File: src/rtl/dmem_port_arbiter_if.sv
// Bus bundle between the core/DMA requesters, the data memory and the arbiter.
// The slave modport is the arbiter's view; master is the requester/memory side.
interface dmem_port_arbiter_if #(
  parameter int ADDR_W = 32,
  parameter int DATA_W = 32
);
  logic              c_req;
  logic              c_we;
  logic [ADDR_W-1:0] c_addr;
  logic [DATA_W-1:0] c_wdata;
  logic              c_gnt;
  logic              c_stall;
  logic              c_rvalid;
  logic [DATA_W-1:0] c_rdata;

  logic              d_req;
  logic              d_we;
  logic [ADDR_W-1:0] d_addr;
  logic [DATA_W-1:0] d_wdata;
  logic              d_lock;
  logic              d_gnt;
  logic              d_rvalid;
  logic [DATA_W-1:0] d_rdata;

  logic              mem_we;
  logic [ADDR_W-1:0] mem_addr;
  logic [DATA_W-1:0] mem_wdata;
  logic [DATA_W-1:0] mem_rdata;

  modport slave (
    input  c_req, c_we, c_addr, c_wdata,
    input  d_req, d_we, d_addr, d_wdata, d_lock,
    input  mem_rdata,
    output c_gnt, c_stall, c_rvalid, c_rdata,
    output d_gnt, d_rvalid, d_rdata,
    output mem_we, mem_addr, mem_wdata
  );

  modport master (
    output c_req, c_we, c_addr, c_wdata,
    output d_req, d_we, d_addr, d_wdata, d_lock,
    output mem_rdata,
    input  c_gnt, c_stall, c_rvalid, c_rdata,
    input  d_gnt, d_rvalid, d_rdata,
    input  mem_we, mem_addr, mem_wdata
  );
endinterface

File: src/rtl/dmem_port_arbiter.sv
// Round-robin arbiter sharing one data-memory port between the core and a DMA
// master, with a bounded DMA burst lock and one-cycle registered read return.
module dmem_port_arbiter #(
  parameter int ADDR_W    = 32,
  parameter int DATA_W    = 32,
  parameter int MAX_BURST = 4
) (
  input logic                clk,
  input logic                rst_n,
  dmem_port_arbiter_if.slave bus
);
  localparam int CNT_W = $clog2(MAX_BURST + 1);
  localparam logic [CNT_W-1:0] BURST_MAX = CNT_W'(MAX_BURST);

  typedef enum logic [1:0] {IDLE = 2'd0, CORE = 2'd1, DMA = 2'd2} owner_t;

  owner_t            owner;
  owner_t            last;
  logic [CNT_W-1:0]  burst_cnt;
  logic              lock_hold;
  logic              gnt_c;
  logic              gnt_d;
  logic              c_rvalid_q;
  logic              d_rvalid_q;
  logic [DATA_W-1:0] c_rdata_q;
  logic [DATA_W-1:0] d_rdata_q;

  // Grants are combinational and forced low while reset is held.
  always_comb begin
    lock_hold = (owner == DMA) && bus.d_lock && (burst_cnt < BURST_MAX);
    gnt_c     = 1'b0;
    gnt_d     = 1'b0;
    if (rst_n) begin
      if (bus.c_req && bus.d_req) begin
        if (lock_hold || (last == CORE)) gnt_d = 1'b1;
        else                             gnt_c = 1'b1;
      end else begin
        gnt_c = bus.c_req;
        gnt_d = bus.d_req;
      end
    end
  end

  assign bus.c_gnt     = gnt_c;
  assign bus.d_gnt     = gnt_d;
  assign bus.c_stall   = rst_n & bus.c_req & ~gnt_c;
  assign bus.mem_we    = gnt_c ? bus.c_we    : (gnt_d ? bus.d_we    : 1'b0);
  assign bus.mem_addr  = gnt_c ? bus.c_addr  : (gnt_d ? bus.d_addr  : {ADDR_W{1'b0}});
  assign bus.mem_wdata = gnt_c ? bus.c_wdata : (gnt_d ? bus.d_wdata : {DATA_W{1'b0}});
  assign bus.c_rvalid  = c_rvalid_q;
  assign bus.d_rvalid  = d_rvalid_q;
  assign bus.c_rdata   = c_rdata_q;
  assign bus.d_rdata   = d_rdata_q;

  always_ff @(posedge clk or negedge rst_n) begin
    if (!rst_n) begin
      owner      <= IDLE;
      last       <= CORE;
      burst_cnt  <= '0;
      c_rvalid_q <= 1'b0;
      d_rvalid_q <= 1'b0;
      c_rdata_q  <= '0;
      d_rdata_q  <= '0;
    end else begin
      owner <= gnt_d ? DMA : (gnt_c ? CORE : IDLE);
      if (gnt_d)      last <= DMA;
      else if (gnt_c) last <= CORE;

      // Burst length only grows across back-to-back DMA grants.
      if (gnt_d) begin
        if (owner == DMA) begin
          if (burst_cnt < BURST_MAX) burst_cnt <= burst_cnt + 1'b1;
        end else begin
          burst_cnt <= CNT_W'(1);
        end
      end else begin
        burst_cnt <= '0;
      end

      c_rvalid_q <= gnt_c & ~bus.c_we;
      d_rvalid_q <= gnt_d & ~bus.d_we;
      if (gnt_c && !bus.c_we) c_rdata_q <= bus.mem_rdata;
      if (gnt_d && !bus.d_we) d_rdata_q <= bus.mem_rdata;
    end
  end
endmodule

File: src/flat_wrapper.sv
// flat-port wrapper written by rule: the top's interface ports become plain ports
module dmem_port_arbiter_flat 
#(
  parameter int ADDR_W    = 32,
  parameter int DATA_W    = 32,
  parameter int MAX_BURST = 4
)
  (clk, rst_n, bus_c_req, bus_c_we, bus_c_addr, bus_c_wdata, bus_d_req, bus_d_we, bus_d_addr, bus_d_wdata, bus_d_lock, bus_mem_rdata, bus_c_gnt, bus_c_stall, bus_c_rvalid, bus_c_rdata, bus_d_gnt, bus_d_rvalid, bus_d_rdata, bus_mem_we, bus_mem_addr, bus_mem_wdata);
  dmem_port_arbiter_if #(.ADDR_W(ADDR_W), .DATA_W(DATA_W)) bus_i ();
  input logic clk;
  input logic rst_n;
  input wire logic [$bits(bus_i.c_req)-1:0] bus_c_req;
  input wire logic [$bits(bus_i.c_we)-1:0] bus_c_we;
  input wire logic [$bits(bus_i.c_addr)-1:0] bus_c_addr;
  input wire logic [$bits(bus_i.c_wdata)-1:0] bus_c_wdata;
  input wire logic [$bits(bus_i.d_req)-1:0] bus_d_req;
  input wire logic [$bits(bus_i.d_we)-1:0] bus_d_we;
  input wire logic [$bits(bus_i.d_addr)-1:0] bus_d_addr;
  input wire logic [$bits(bus_i.d_wdata)-1:0] bus_d_wdata;
  input wire logic [$bits(bus_i.d_lock)-1:0] bus_d_lock;
  input wire logic [$bits(bus_i.mem_rdata)-1:0] bus_mem_rdata;
  output wire logic [$bits(bus_i.c_gnt)-1:0] bus_c_gnt;
  output wire logic [$bits(bus_i.c_stall)-1:0] bus_c_stall;
  output wire logic [$bits(bus_i.c_rvalid)-1:0] bus_c_rvalid;
  output wire logic [$bits(bus_i.c_rdata)-1:0] bus_c_rdata;
  output wire logic [$bits(bus_i.d_gnt)-1:0] bus_d_gnt;
  output wire logic [$bits(bus_i.d_rvalid)-1:0] bus_d_rvalid;
  output wire logic [$bits(bus_i.d_rdata)-1:0] bus_d_rdata;
  output wire logic [$bits(bus_i.mem_we)-1:0] bus_mem_we;
  output wire logic [$bits(bus_i.mem_addr)-1:0] bus_mem_addr;
  output wire logic [$bits(bus_i.mem_wdata)-1:0] bus_mem_wdata;
  assign bus_i.c_req = bus_c_req;
  assign bus_i.c_we = bus_c_we;
  assign bus_i.c_addr = bus_c_addr;
  assign bus_i.c_wdata = bus_c_wdata;
  assign bus_i.d_req = bus_d_req;
  assign bus_i.d_we = bus_d_we;
  assign bus_i.d_addr = bus_d_addr;
  assign bus_i.d_wdata = bus_d_wdata;
  assign bus_i.d_lock = bus_d_lock;
  assign bus_i.mem_rdata = bus_mem_rdata;
  assign bus_c_gnt = bus_i.c_gnt;
  assign bus_c_stall = bus_i.c_stall;
  assign bus_c_rvalid = bus_i.c_rvalid;
  assign bus_c_rdata = bus_i.c_rdata;
  assign bus_d_gnt = bus_i.d_gnt;
  assign bus_d_rvalid = bus_i.d_rvalid;
  assign bus_d_rdata = bus_i.d_rdata;
  assign bus_mem_we = bus_i.mem_we;
  assign bus_mem_addr = bus_i.mem_addr;
  assign bus_mem_wdata = bus_i.mem_wdata;
  dmem_port_arbiter #(.ADDR_W(ADDR_W), .DATA_W(DATA_W), .MAX_BURST(MAX_BURST)) u_core (.clk(clk), .rst_n(rst_n), .bus(bus_i));
endmodule
File: config.mk
export PLATFORM = sky130hd
export DESIGN_NAME = dmem_port_arbiter_flat
export DESIGN_NICKNAME = d
export VERILOG_FILES = /design/src/rtl/dmem_port_arbiter_if.sv /design/src/rtl/dmem_port_arbiter.sv /design/src/flat_wrapper.sv
export SDC_FILE = /design/constraint.sdc
export NUM_CORES = 1
export LEC_CHECK = 0
export CAP_MARGIN = 20
export CORE_ASPECT_RATIO = 1.5
export CORE_UTILIZATION = 25
export DETAILED_ROUTE_END_ITERATION = 7
export PLACE_DENSITY = 0.73
export SLEW_MARGIN = 20
export SYNTH_ARGS = -nofsm -noshare
export SYNTH_HDL_FRONTEND = slang
export SYNTH_SLANG_ARGS = --single-unit
File: constraint.sdc
create_clock -name clk -period 1.7 [get_ports clk]
set_clock_uncertainty 0.1 [all_clocks]
set_input_delay 0.255 -clock clk [delete_from_list [all_inputs] [get_ports clk]]
set_output_delay 0.255 -clock clk [all_outputs]
set_load 0.05 [all_outputs]
==> metrics.md, run 1 <==
| Metric | Value |
|---|---|
| Status | finished, violations left |
| Failing checks | negative setup slack |
| CP cell instances | nand4bb_4, a31oi_4, buf_12, buf_12, buf_12, o22ai_4, buf_6 |
| Fmax | around 440 MHz |
| EDFF count, synth | 0 |
| Via/cell ratio | 4.79 |
| Max-slew violation count | 0 |
| Slowest cell on crit path | dfrtp_1 |
| Rel. slew slack | roughly 50% |
| Routed Antenna Nets | 0 |
| Post-Place Cells | 907 |
| Synth area leader | dfrtp_1 |
| Mapped Avg Cell Area | about 9.6 sq um |
| Max incr delay on CP | ~0.41 ns |
| P&R area growth vs syn | 151% |
| Min Tclk post-route | 2.25 ns |
| Global-route wire length before repair | 27800 um |
| Post-synthesis sequential area ratio | 47.4% |
| Largest net degree at the start of global routing | between 60 and 70 |
| Clock H-tree levels | 3 |
| Power Density | 1050 nW/um^2 |
| Slew @ Worst Pin | between 0.7 and 0.8 ns |
| Clk_lat worst skew | 0.33 ns |
| CP endpoint kind | output pin |
| YS warnings | 0 |
| DIE AREA | 15900 sq um |
| 1st-iter DRT viols | about 120 |
| Port Buffers | 300 |
| Initial antenna violation count | 1 |
| GRT Total Usage | 23.6% |
| Crit path max fanout | 8 |
| Ports | roughly 300 |
| Max Root-Sink Buffers | 2 |
| Initial core utilization | 25.6% |
| Worst r2r src | u_core.owner[0]$_DFF_PN0_ |
| RD Place Congestion | about 0.84 |
| Clock Sinks | 73 |
| Layout cell share with drive strength beyond 1 | about half |
| Hpwl dp | 13900 um |
| Worst r2r path cells | 10 |
| Register area | 1830 sq um |
| Yosys cell types | 28 |
| N_diodes | 0 |
| CP required | around 1.3 ns |
| Worst Hold Class | in2async |
| CTS root buf | clkbuf_16 |
| Worst reg2reg setup slack | -0.50 ns |
| DR WL/cell | approximately 20 um |
| PnR worst setup slack | -0.553 ns |
| CTS buffer count | 9 |
| Number of non-filler instances in the completed layout | roughly 960 |
| Most Frequent Cell on Critical Path | buf_12 |
| Top post-synthesis cells by area | dfrtp_1 (47%), mux2_2 (18%), nand2_1 (13%), o22ai_1 (11%), clkbuf_1 (2.0%) |
| Fill count | about 1100 |
| Placeable Area | roughly 15000 sq um |
| Final hold vios | 0 |
| CP startpoint | u_core.owner[0]$_DFF_PN0_ |
| Synthesized cell area | approximately 3900 sq um |
| Total wire length | 19500 um |
| Levels on crit path | 7 |
| Tcrit/Tclk final | 133% |
| Die extent in x | approximately 100 um |
| Min Hold Slack | 0.198 ns |
| Area occupied by multi-input gates | between 3000 and 4000 sq um |
| CP delay by family, top | buffers and inverters |
| Clock transition at path regs | ~0.060 ns |
| CTS tree | built |
| Vias in the first global route | approximately 4900 |
| Syn_nets | 568 |
| DR DRC count | 0 |
| Seq cells post-synth | between 70 and 80 |
| Max-cap violations | 0 |
| # nets final | between 900 and 1000 |
| Post-synth ARST share | between 90% and 100% |
| Leak | 4.04 nW |
| Die Ht | between 150 and 200 um |
| TritonRoute pass-1 iters | 4 |
| Primary FF master, synth | dfrtp_1 |
| Residual overflow from global routing | 0 |
| Cells after Synth | 400 |
| Peak supply drop | just under 1 mV |
| Crit path kind | reg2out |
| Core Rows | 55 |
| CP Buf/Inv Count | 4 |
| Reg2Reg Capture Point | u_core.bus.d_rdata[12]$_DFFE_PN0P_ |
| CP Launch Type | flip-flop |
| Worst setup path endpoint | bus_mem_addr[2] |
| Final setup vio count | 136 |
| Vias | approximately 4600 |
| Top-area cell type share of the netlist area | between 40% and 50% |
| RSZ-0062 raised after global routing | true |
| WP data arrival | ~1.9 ns |
| Post-place setup slack | -0.578 ns |
[final cells by class]
cell class	count	share of cell area (%)
Inverter	3	0.142
Multi-Input combinational cell	290	32.2
Tap cell	199	2.57
Sequential cell	73	18.9
Clock buffer	10	2.47
Timing Repair Buffer	375	43.2
Clock inverter	5	0.581
[stage by stage]
stage / util, % / instance area (sq um) / power, mW / setup TNS [ns]
after global routing: 64.3 / 9680 / 10.5 / -69.00
after detailed placement: 55.6 / 8380 / 7.72 / -66.86
after CTS: 63.0 / 9490 / 10.1 / -63.12
after floorplan: - / 5050 / 5.80 / -13.10
after global placement: 55.6 / 8380 / 7.64 / -65.31
final: 64.3 / 9680 / 10.1 / -60.65
[cell usage in the layout (no fill, tap or decap), types with 2 or more instances in the layout]
| cell | Yosys | layout |
|---|---|---|
| a21oi_1 | 2 | 2 |
| buf_12 | 0 | 38 |
| buf_16 | 0 | 6 |
| buf_4 | 0 | 91 |
| buf_6 | 6 | 61 |
| buf_8 | 0 | 10 |
| clkbuf_16 | 0 | 12 |
| clkdlybuf4s50_1 | 0 | 165 |
| clkinv_2 | 0 | 2 |
| dfrtp_1 | 72 | 72 |
| inv_1 | 3 | 2 |
| mux2_4 | 0 | 64 |
| nand2_1 | 134 | 133 |
| nand2_8 | 0 | 2 |
| nor2_1 | 6 | 3 |
| nor2_4 | 1 | 4 |
| nor2b_2 | 0 | 2 |
| nor3_4 | 1 | 2 |
| o22ai_4 | 0 | 65 |
[worst min-delay path by stage]
stage / start / endpoint / depth (start not counted)
after floorplan: rst_n / u_core.burst_cnt[0]$_DFFE_PN0P_ / 0
after global placement: rst_n / u_core.bus.c_rdata[11]$_DFFE_PN0P_ / 2
after detailed placement: rst_n / u_core.bus.c_rdata[11]$_DFFE_PN0P_ / 2
after CTS: rst_n / u_core.owner[1]$_DFF_PN0_ / 3
after global routing: rst_n / u_core.owner[1]$_DFF_PN0_ / 3
final: rst_n / u_core.owner[1]$_DFF_PN0_ / 3
[state kept, by name, indices dropped and copies added (netlist names)]
register,cells
u_core.bus.d_rvalid,1
u_core.bus.c_rdata,32
u_core.owner,2
u_core.last,2
u_core.bus.c_rvalid,1
u_core.burst_cnt,3
u_core.bus.d_rdata,32
[power breakdown]
group / internal (mW) / leakage [nW] / switching, mW
combinational: 2.48 / 3.02 / 3.31
clock: 1.16 / 0.144 / 0.715
sequential: 2.17 / 0.876 / 0.293
total: 5.81 / 4.04 / 4.32
[synthesized netlist by cell type, drive strengths merged, types with 2 or more instances]
library cell	n
inv	3
buf	14
nand2	134
a21oi	2
dfrtp	72
nor3	3
nor2	7
nand2b	2
mux2	64
clkbuf	21
nor2b	2
o22ai	65
[per-layer routing]
metal / vias up / wire length (um) / global-route usage (%)
li1: 2102 / - / -
met1: 2196 / 6850 / 24.4
met2: 240 / 9810 / 40.2
met3: 38 / 2220 / 11.0
met4: 0 / 609 / 9.59
met5: - / 0 / 0
[worst reg2reg max path: stages (launching register included)]
cell	delay (ns)
dfrtp_1	0.41
buf_6	0.14
nor4bb_4	0.26
buf_4	0.16
o31ai_4	0.07
buf_4	0.15
nor2_4	0.14
buf_12	0.15
buf_12	0.11
buf_16	0.10
mux2_4	0.29
[logic make-up after synthesis]
kind of cell | count (synthesis) | share of synthesized area [%]
simple gates | 152 | 16.3
flops | 73 | 47.4
buf+inv | 38 | 5.03
xor+xnor | 1 | 0.227
compound gates | 70 | 11.8
mux | 65 | 18.9
fa+ha+maj | 1 | 0.324
[repair_timing]
item	in CTS	in global routing
endpoints found under the setup margin	132	137
gates cloned	10	3
hold buffers	1	0
resized for setup	103	45
buffers inserted	17	11
endpoints found under the hold margin	4	0
pin swaps	10	9
Power figures use the tool's default switching activity.
==> run 2: changes to the inputs <==
--- a/config.mk
+++ b/config.mk
@@ -7,6 +7,7 @@
 export LEC_CHECK = 0
 export CAP_MARGIN = 20
 export CORE_ASPECT_RATIO = 1.5
+export CORE_MARGIN = 3
 export CORE_UTILIZATION = 25
 export DETAILED_ROUTE_END_ITERATION = 7
 export PLACE_DENSITY = 0.73
==> metrics.md, run 2 (same netlist as run 1, synthesis figures left out) <==
| Metric | Value |
|---|---|
| Status | finished, violations left |
| Clock Sinks | 73 (unchanged) |
| Reg2Reg Capture Point | u_core.bus.d_rdata[15]$_DFFE_PN0P_ |
| CTS root buf | clkbuf_16 |
| Port Buffers | 300 (unchanged) |
| N_diodes | 0 (unchanged) |
| Failing checks | negative setup slack |
| Placement Cell Area | 8240 sq um (-1.7%) |
| Layout cell share with drive strength beyond 1 | 48.5% (-0.87 points) |
| Worst Hold Class | in2async |
| Max Root-Sink Buffers | 2 (unchanged) |
| Vias | 4516 (-1.3%) |
| Residual overflow from global routing | 0 (unchanged) |
| TritonRoute pass-1 iters | 4 (unchanged) |
| Commonest non-fill, non-tap cell in the layout | clkdlybuf4s50_1 |
| Placeable Area | 15100 sq um (unchanged) |
| Max incr delay on CP | 0.56 ns (+0.15 ns) |
| Design Area, Final | 9360 sq um (-3.4%) |
| Final Power | 9.95 mW (-1.7%) |
| Worst reg2reg setup slack | -0.41 ns (+0.09 ns) |
| Power Density | 1060 nW/um^2 (+1.7%) |
| Via/cell ratio | 4.76 (-0.58%) |
| Clock transition at path regs | 0.06 ns (about the same) |
| Total wire length | 20300 um (+4.2%) |
| Fmax | 455 MHz (+2.4%) |
| Clock H-tree levels | 3 (unchanged) |
| RSZ-0062 raised after global routing | true |
| Die Ht | 158 um (+2.6%) |
| Slew @ Worst Pin | 0.440 ns (-0.315 ns) |
| Die extent in x | 107 um (+3.9%) |
| DR DRC count | 0 (unchanged) |
| Routed Antenna Nets | 0 (unchanged) |
| Most frequent cells in the layout | clkdlybuf4s50_1 (164), nand2_1 (133), buf_4 (88) |
| Leak | 3.86 nW (-4.4%) |
| P&R area growth vs syn | 143% |
| Core Rows | 55 (unchanged) |
| Clk_lat worst skew | 0.33 ns (about the same) |
| Final setup vio count | 133 (-2.2%) |
| Min Tclk post-route | 2.20 ns (-0.0537 ns) |
| Max-slew violation count | 0 (unchanged) |
| CTS tree | built |
| CTS buffer count | 9 (unchanged) |
| PnR worst setup slack | -0.499 ns (+0.0537 ns) |
| Initial antenna violation count | 1 (unchanged) |
| Hpwl dp | 15000 um (+8.3%) |
| Tcrit/Tclk final | 129% (-3.2 points) |
| Post-Place Cells | 905 (-0.22%) |
| Number of non-filler instances in the completed layout | 948 (-0.73%) |
| 1st-iter DRT viols | 269 (+130%) |
| Worst r2r path cells | 8 (-2) |
| CP required | 1.34 ns (about the same) |
| Max-cap violations | 0 (unchanged) |
| Initial core utilization | 25.6% (unchanged) |
| WP data arrival | 1.84 ns (-0.06 ns) |
| CP endpoint kind | output pin |
| DR WL/cell | 21.4 um (+5.0%) |
| CP Launch Type | flip-flop |
| Ports | 301 (unchanged) |
| Slowest cell on crit path | dfstp_2 |
| CP cell instances | nand2b_4, a31oi_4, buf_12, buf_12, buf_12, o22ai_4, buf_6 |
| DIE AREA | 17000 sq um (+6.6%) |
| Rel. slew slack | 70.7% (+21 points) |
| Crit path kind | reg2out |
| # nets final | 912 (-0.87%) |
| Crit path max fanout | 8 (unchanged) |
| Largest net degree at the start of global routing | 56 (-9.7%) |
| RD Place Congestion | 0.832 (-0.35%) |
| Worst r2r src | u_core.last[0]$_DFFE_PN1P_ |
| Vias in the first global route | 4940 (+0.67%) |
| Most Frequent Cell on Critical Path | buf_12 |
| GRT Total Usage | 23.7% (+0.087 points) |
| Final hold vios | 0 (unchanged) |
| Peak supply drop | 1.17 mV (+18%) |
| Global-route wire length before repair | 30100 um (+8.3%) |
[run 2: cell count changes in the layout (fill, tap and decap cells not counted), sizes merged]
cell	change
buf	-6
clkbuf	-4
clkdlybuf4s50	-1
clkinv	-3
dlygate4sd2	+1
dlygate4sd3	+2
inv	+5
nand2	-1
[run 2: stage by stage]
stage               utilization [%]  hold slack [ns]  TNS, ns  setup slack [ns]
finish                         62.1           0.0876   -52.24            -0.499
global route                   62.1            0.120   -61.58            -0.572
CTS                            62.1           0.0912   -57.88            -0.512
detailed placement             54.6          -0.0150   -69.85            -0.574
global placement               54.6          -0.0164   -67.56            -0.559
floorplan                         -           -0.141   -13.10            -0.143
[run 2: area by class of cell]
class                   instances  area (sq um)
clock buffers                   9           225
multi-input cells             289          2970
repair buffers                368          3990
inverters                       3          13.8
fillers                      1165          5710
flip-flops and latches         73          1830
clock inverters                 7          81.3
well taps                     199           249
[run 2: worst max path at each step]
stage / from / end / slack [ns]
detailed placement: bus_d_lock / u_core.bus.d_rdata[21]$_DFFE_PN0P_ / -0.57
global placement: bus_d_lock / u_core.bus.d_rdata[30]$_DFFE_PN0P_ / -0.56
CTS: u_core.last[0]$_DFFE_PN1P_ / bus_mem_addr[24] / -0.51
global route: u_core.burst_cnt[2]$_DFFE_PN0P_ / bus_mem_addr[18] / -0.57
finish: u_core.last[0]$_DFFE_PN1P_ / bus_mem_addr[25] / -0.50
floorplan: u_core.burst_cnt[2]$_DFFE_PN0P_ / bus_mem_addr[10] / -0.14
[run 2: power by group]
group | total [mW] | switching [mW] | internal, mW
Clock | 1.96 | 0.795 | 1.16
Combinational | 5.56 | 3.28 | 2.28
Sequential | 2.44 | 0.273 | 2.16
Total | 9.95 | 4.35 | 5.60
[run 2: worst max-delay path, delay by kind of cell (launching register included)]
kind | cells | cell delay (ns)
compound gates | 2 | 0.27
buf+inv | 4 | 0.60
flops | 1 | 0.56
simple gates | 1 | 0.07
[run 2: what timing repair did]
action,in CTS,in global routing
endpoints found under the hold margin,23,0
hold buffers,3,0
endpoints found under the setup margin,132,136
pin swaps,7,3
buffers inserted,19,3
gates cloned,8,0
resized for setup,110,21
[run 2: routing by layer]
layer	track usage, %	wire, um
met1	27.2	7450
met2	41.3	10400
met3	8.57	2140
met4	6.86	349
met5	0	13
==> RTL edit: new RTL, flow settings as in run 1 <==
Encoding of `owner_t`: now one-hot (3 bits for 3 values).
--- a/src/rtl/dmem_port_arbiter.sv
+++ b/src/rtl/dmem_port_arbiter.sv
@@ -13,5 +13,5 @@
   localparam logic [CNT_W-1:0] BURST_MAX = CNT_W'(MAX_BURST);
 
-  typedef enum logic [1:0] {IDLE = 2'd0, CORE = 2'd1, DMA = 2'd2} owner_t;
+  typedef enum logic [2:0] {IDLE = 3'b001, CORE = 3'b010, DMA = 3'b100} owner_t;
 
   owner_t            owner;
Check against the original RTL: no difference found for any inputs over 10 cycles, from zero or initial values and one cycle with rst_n low; not proved beyond that.
==> RTL edit against run 1 <==
The flow finishes with violations (design-rule violations, negative setup slack); setup slack worse by 0.28 ns; sequential cell count is 1 higher; hold slack better by 0.0061 ns; cell area is 7.5% lower; fmax is 11% lower; global-route usage is 2.0 points lower; synthesized area is 9.5% lower; power is 8.6% lower; routed wire length is 16% lower.
==> RTL edit: results (changes against run 1) <==
* Synth cell count leaders: 72 x sky130_fd_sc_hd__dfrtp_1, 65 x sky130_fd_sc_hd__a22o_1, 64 x sky130_fd_sc_hd__mux2_2, 8 x sky130_fd_sc_hd__buf_2, 6 x sky130_fd_sc_hd__buf_4
* Met3 wirelength from detailed routing at 1040 µm (-53%)
* Total of endpoints with negative setup slack in the final report at 139 (+2.2%)
* Data arrival time of the worst path at 2.18 ns (+0.28 ns)
* Clock sink count at 74 (+1.4%)
* Post-route met1 wirelength at 5710 µm (-17%)
* Mean number of vias per cell at 4.83 (+0.76%)
* Placed cell areas at 7810 µm² (-6.8%)
* Biggest fanout along the worst timing path at 17 (+9)
* Fraction of met1 tracks used by global routing at 0.235 (-0.00948)
* Launching element of the worst setup path: u_core.owner[0]
* Net count of the finished layout at 768 (-17%)
* Family with the most delay on the worst path: simple AND/OR/NAND/NOR gates
* Drt pass-1 iters at 8 (+4)
* Synth area leaders: sky130_fd_sc_hd__dfrtp_1 52%, sky130_fd_sc_hd__mux2_2 21%, sky130_fd_sc_hd__a22o_1 16%
* Final routed wire length divided by cell count at 21.3 µm (+4.4%)
* Tightest hold margin at 0.204 ns (+0.00610 ns)
* Cell Count Post-Placement at 723 (-20%)
* Total DRC errors in the routed layout at 15 (+15)
* Cell count after synthesis at 251 (-37%)
* Comb_multi_in at 156 (-46%)
* Maximum number of pins on one net before global-route repair at 75 (+21%)
* Violated checks: design-rule violations, negative setup slack
* Register area share after synthesis at 0.531 (+0.0573)
* Leakage power at 0.00405 µW (+0.22%)
* DR iter-0 viols at 91 (-23%)
* Quantity of gates resized following cts at 63 (-39%)
* Cells on worst reg2reg path at 8 (-2)
* Number of clock buffers in the layout at 9 (-1)
* Taps Inserted at 162 (-19%)
* Antenna violations before repair at 0 (-1)
* GPL Wtd Cong at 0.839 (+0.41%)
* Worst slew pin tran at 0.939 ns (+0.183 ns)
* Buffers outside the clock class at 359 (-4.3%)
* Wire length of the first global-routing pass at 23700 µm (-15%)
* Final worst setup slack at -0.836 ns (-0.283 ns)
* Unique cell type count in the Yosys netlist at 27 (-3.6%)
* Net Count, Synth at 419 (-26%)
* Non-clock inverter total of the final layout at 0 (-3)
* Global routing usage on met3 at 0.0523 (-0.0581)
* Proportion of cell area occupied by multi-input gates at 0.252 (-0.0693)
* Number of post-CTS setup repair buffers at 18 (+1)
* Capturing instance or port of the critical path: bus_mem_addr[11]
* Final Core Density at 0.662 (+0.0193)
* Run status: finished with violations
* Flop-to-flop setup slack at -0.65 ns (-0.15 ns)
-- RTL edit: cell types whose count changed after synthesis, moves of 3 or more --
cell	run 1	this run
sky130_fd_sc_hd__nand2_1	134	3
sky130_fd_sc_hd__a22o_1	0	65
sky130_fd_sc_hd__o22ai_1	65	0
sky130_fd_sc_hd__clkbuf_1	21	4
sky130_fd_sc_hd__buf_4	0	6
sky130_fd_sc_hd__nor2_1	6	2
sky130_fd_sc_hd__buf_1	3	0
sky130_fd_sc_hd__buf_2	5	8
sky130_fd_sc_hd__buf_6	6	3
sky130_fd_sc_hd__inv_1	3	0
-- RTL edit: logic make-up (layout without fill, tap and decap cells) --
family          after synthesis  count (layout)  synth area share
xor+xnor                      1               1           0.00251
simple gates                 16              16            0.0305
mux                          65              65             0.209
compound gates               73              73             0.184
flops                        74              74             0.531
buf+inv                      21             375            0.0384
fa+ha+maj                     1               1           0.00358
-- RTL edit: power by group --
group	total (µW)	internal [µW]	switching, µW
registers	2400	2160	246
clock network	2060	1300	760
logic	4790	2160	2640
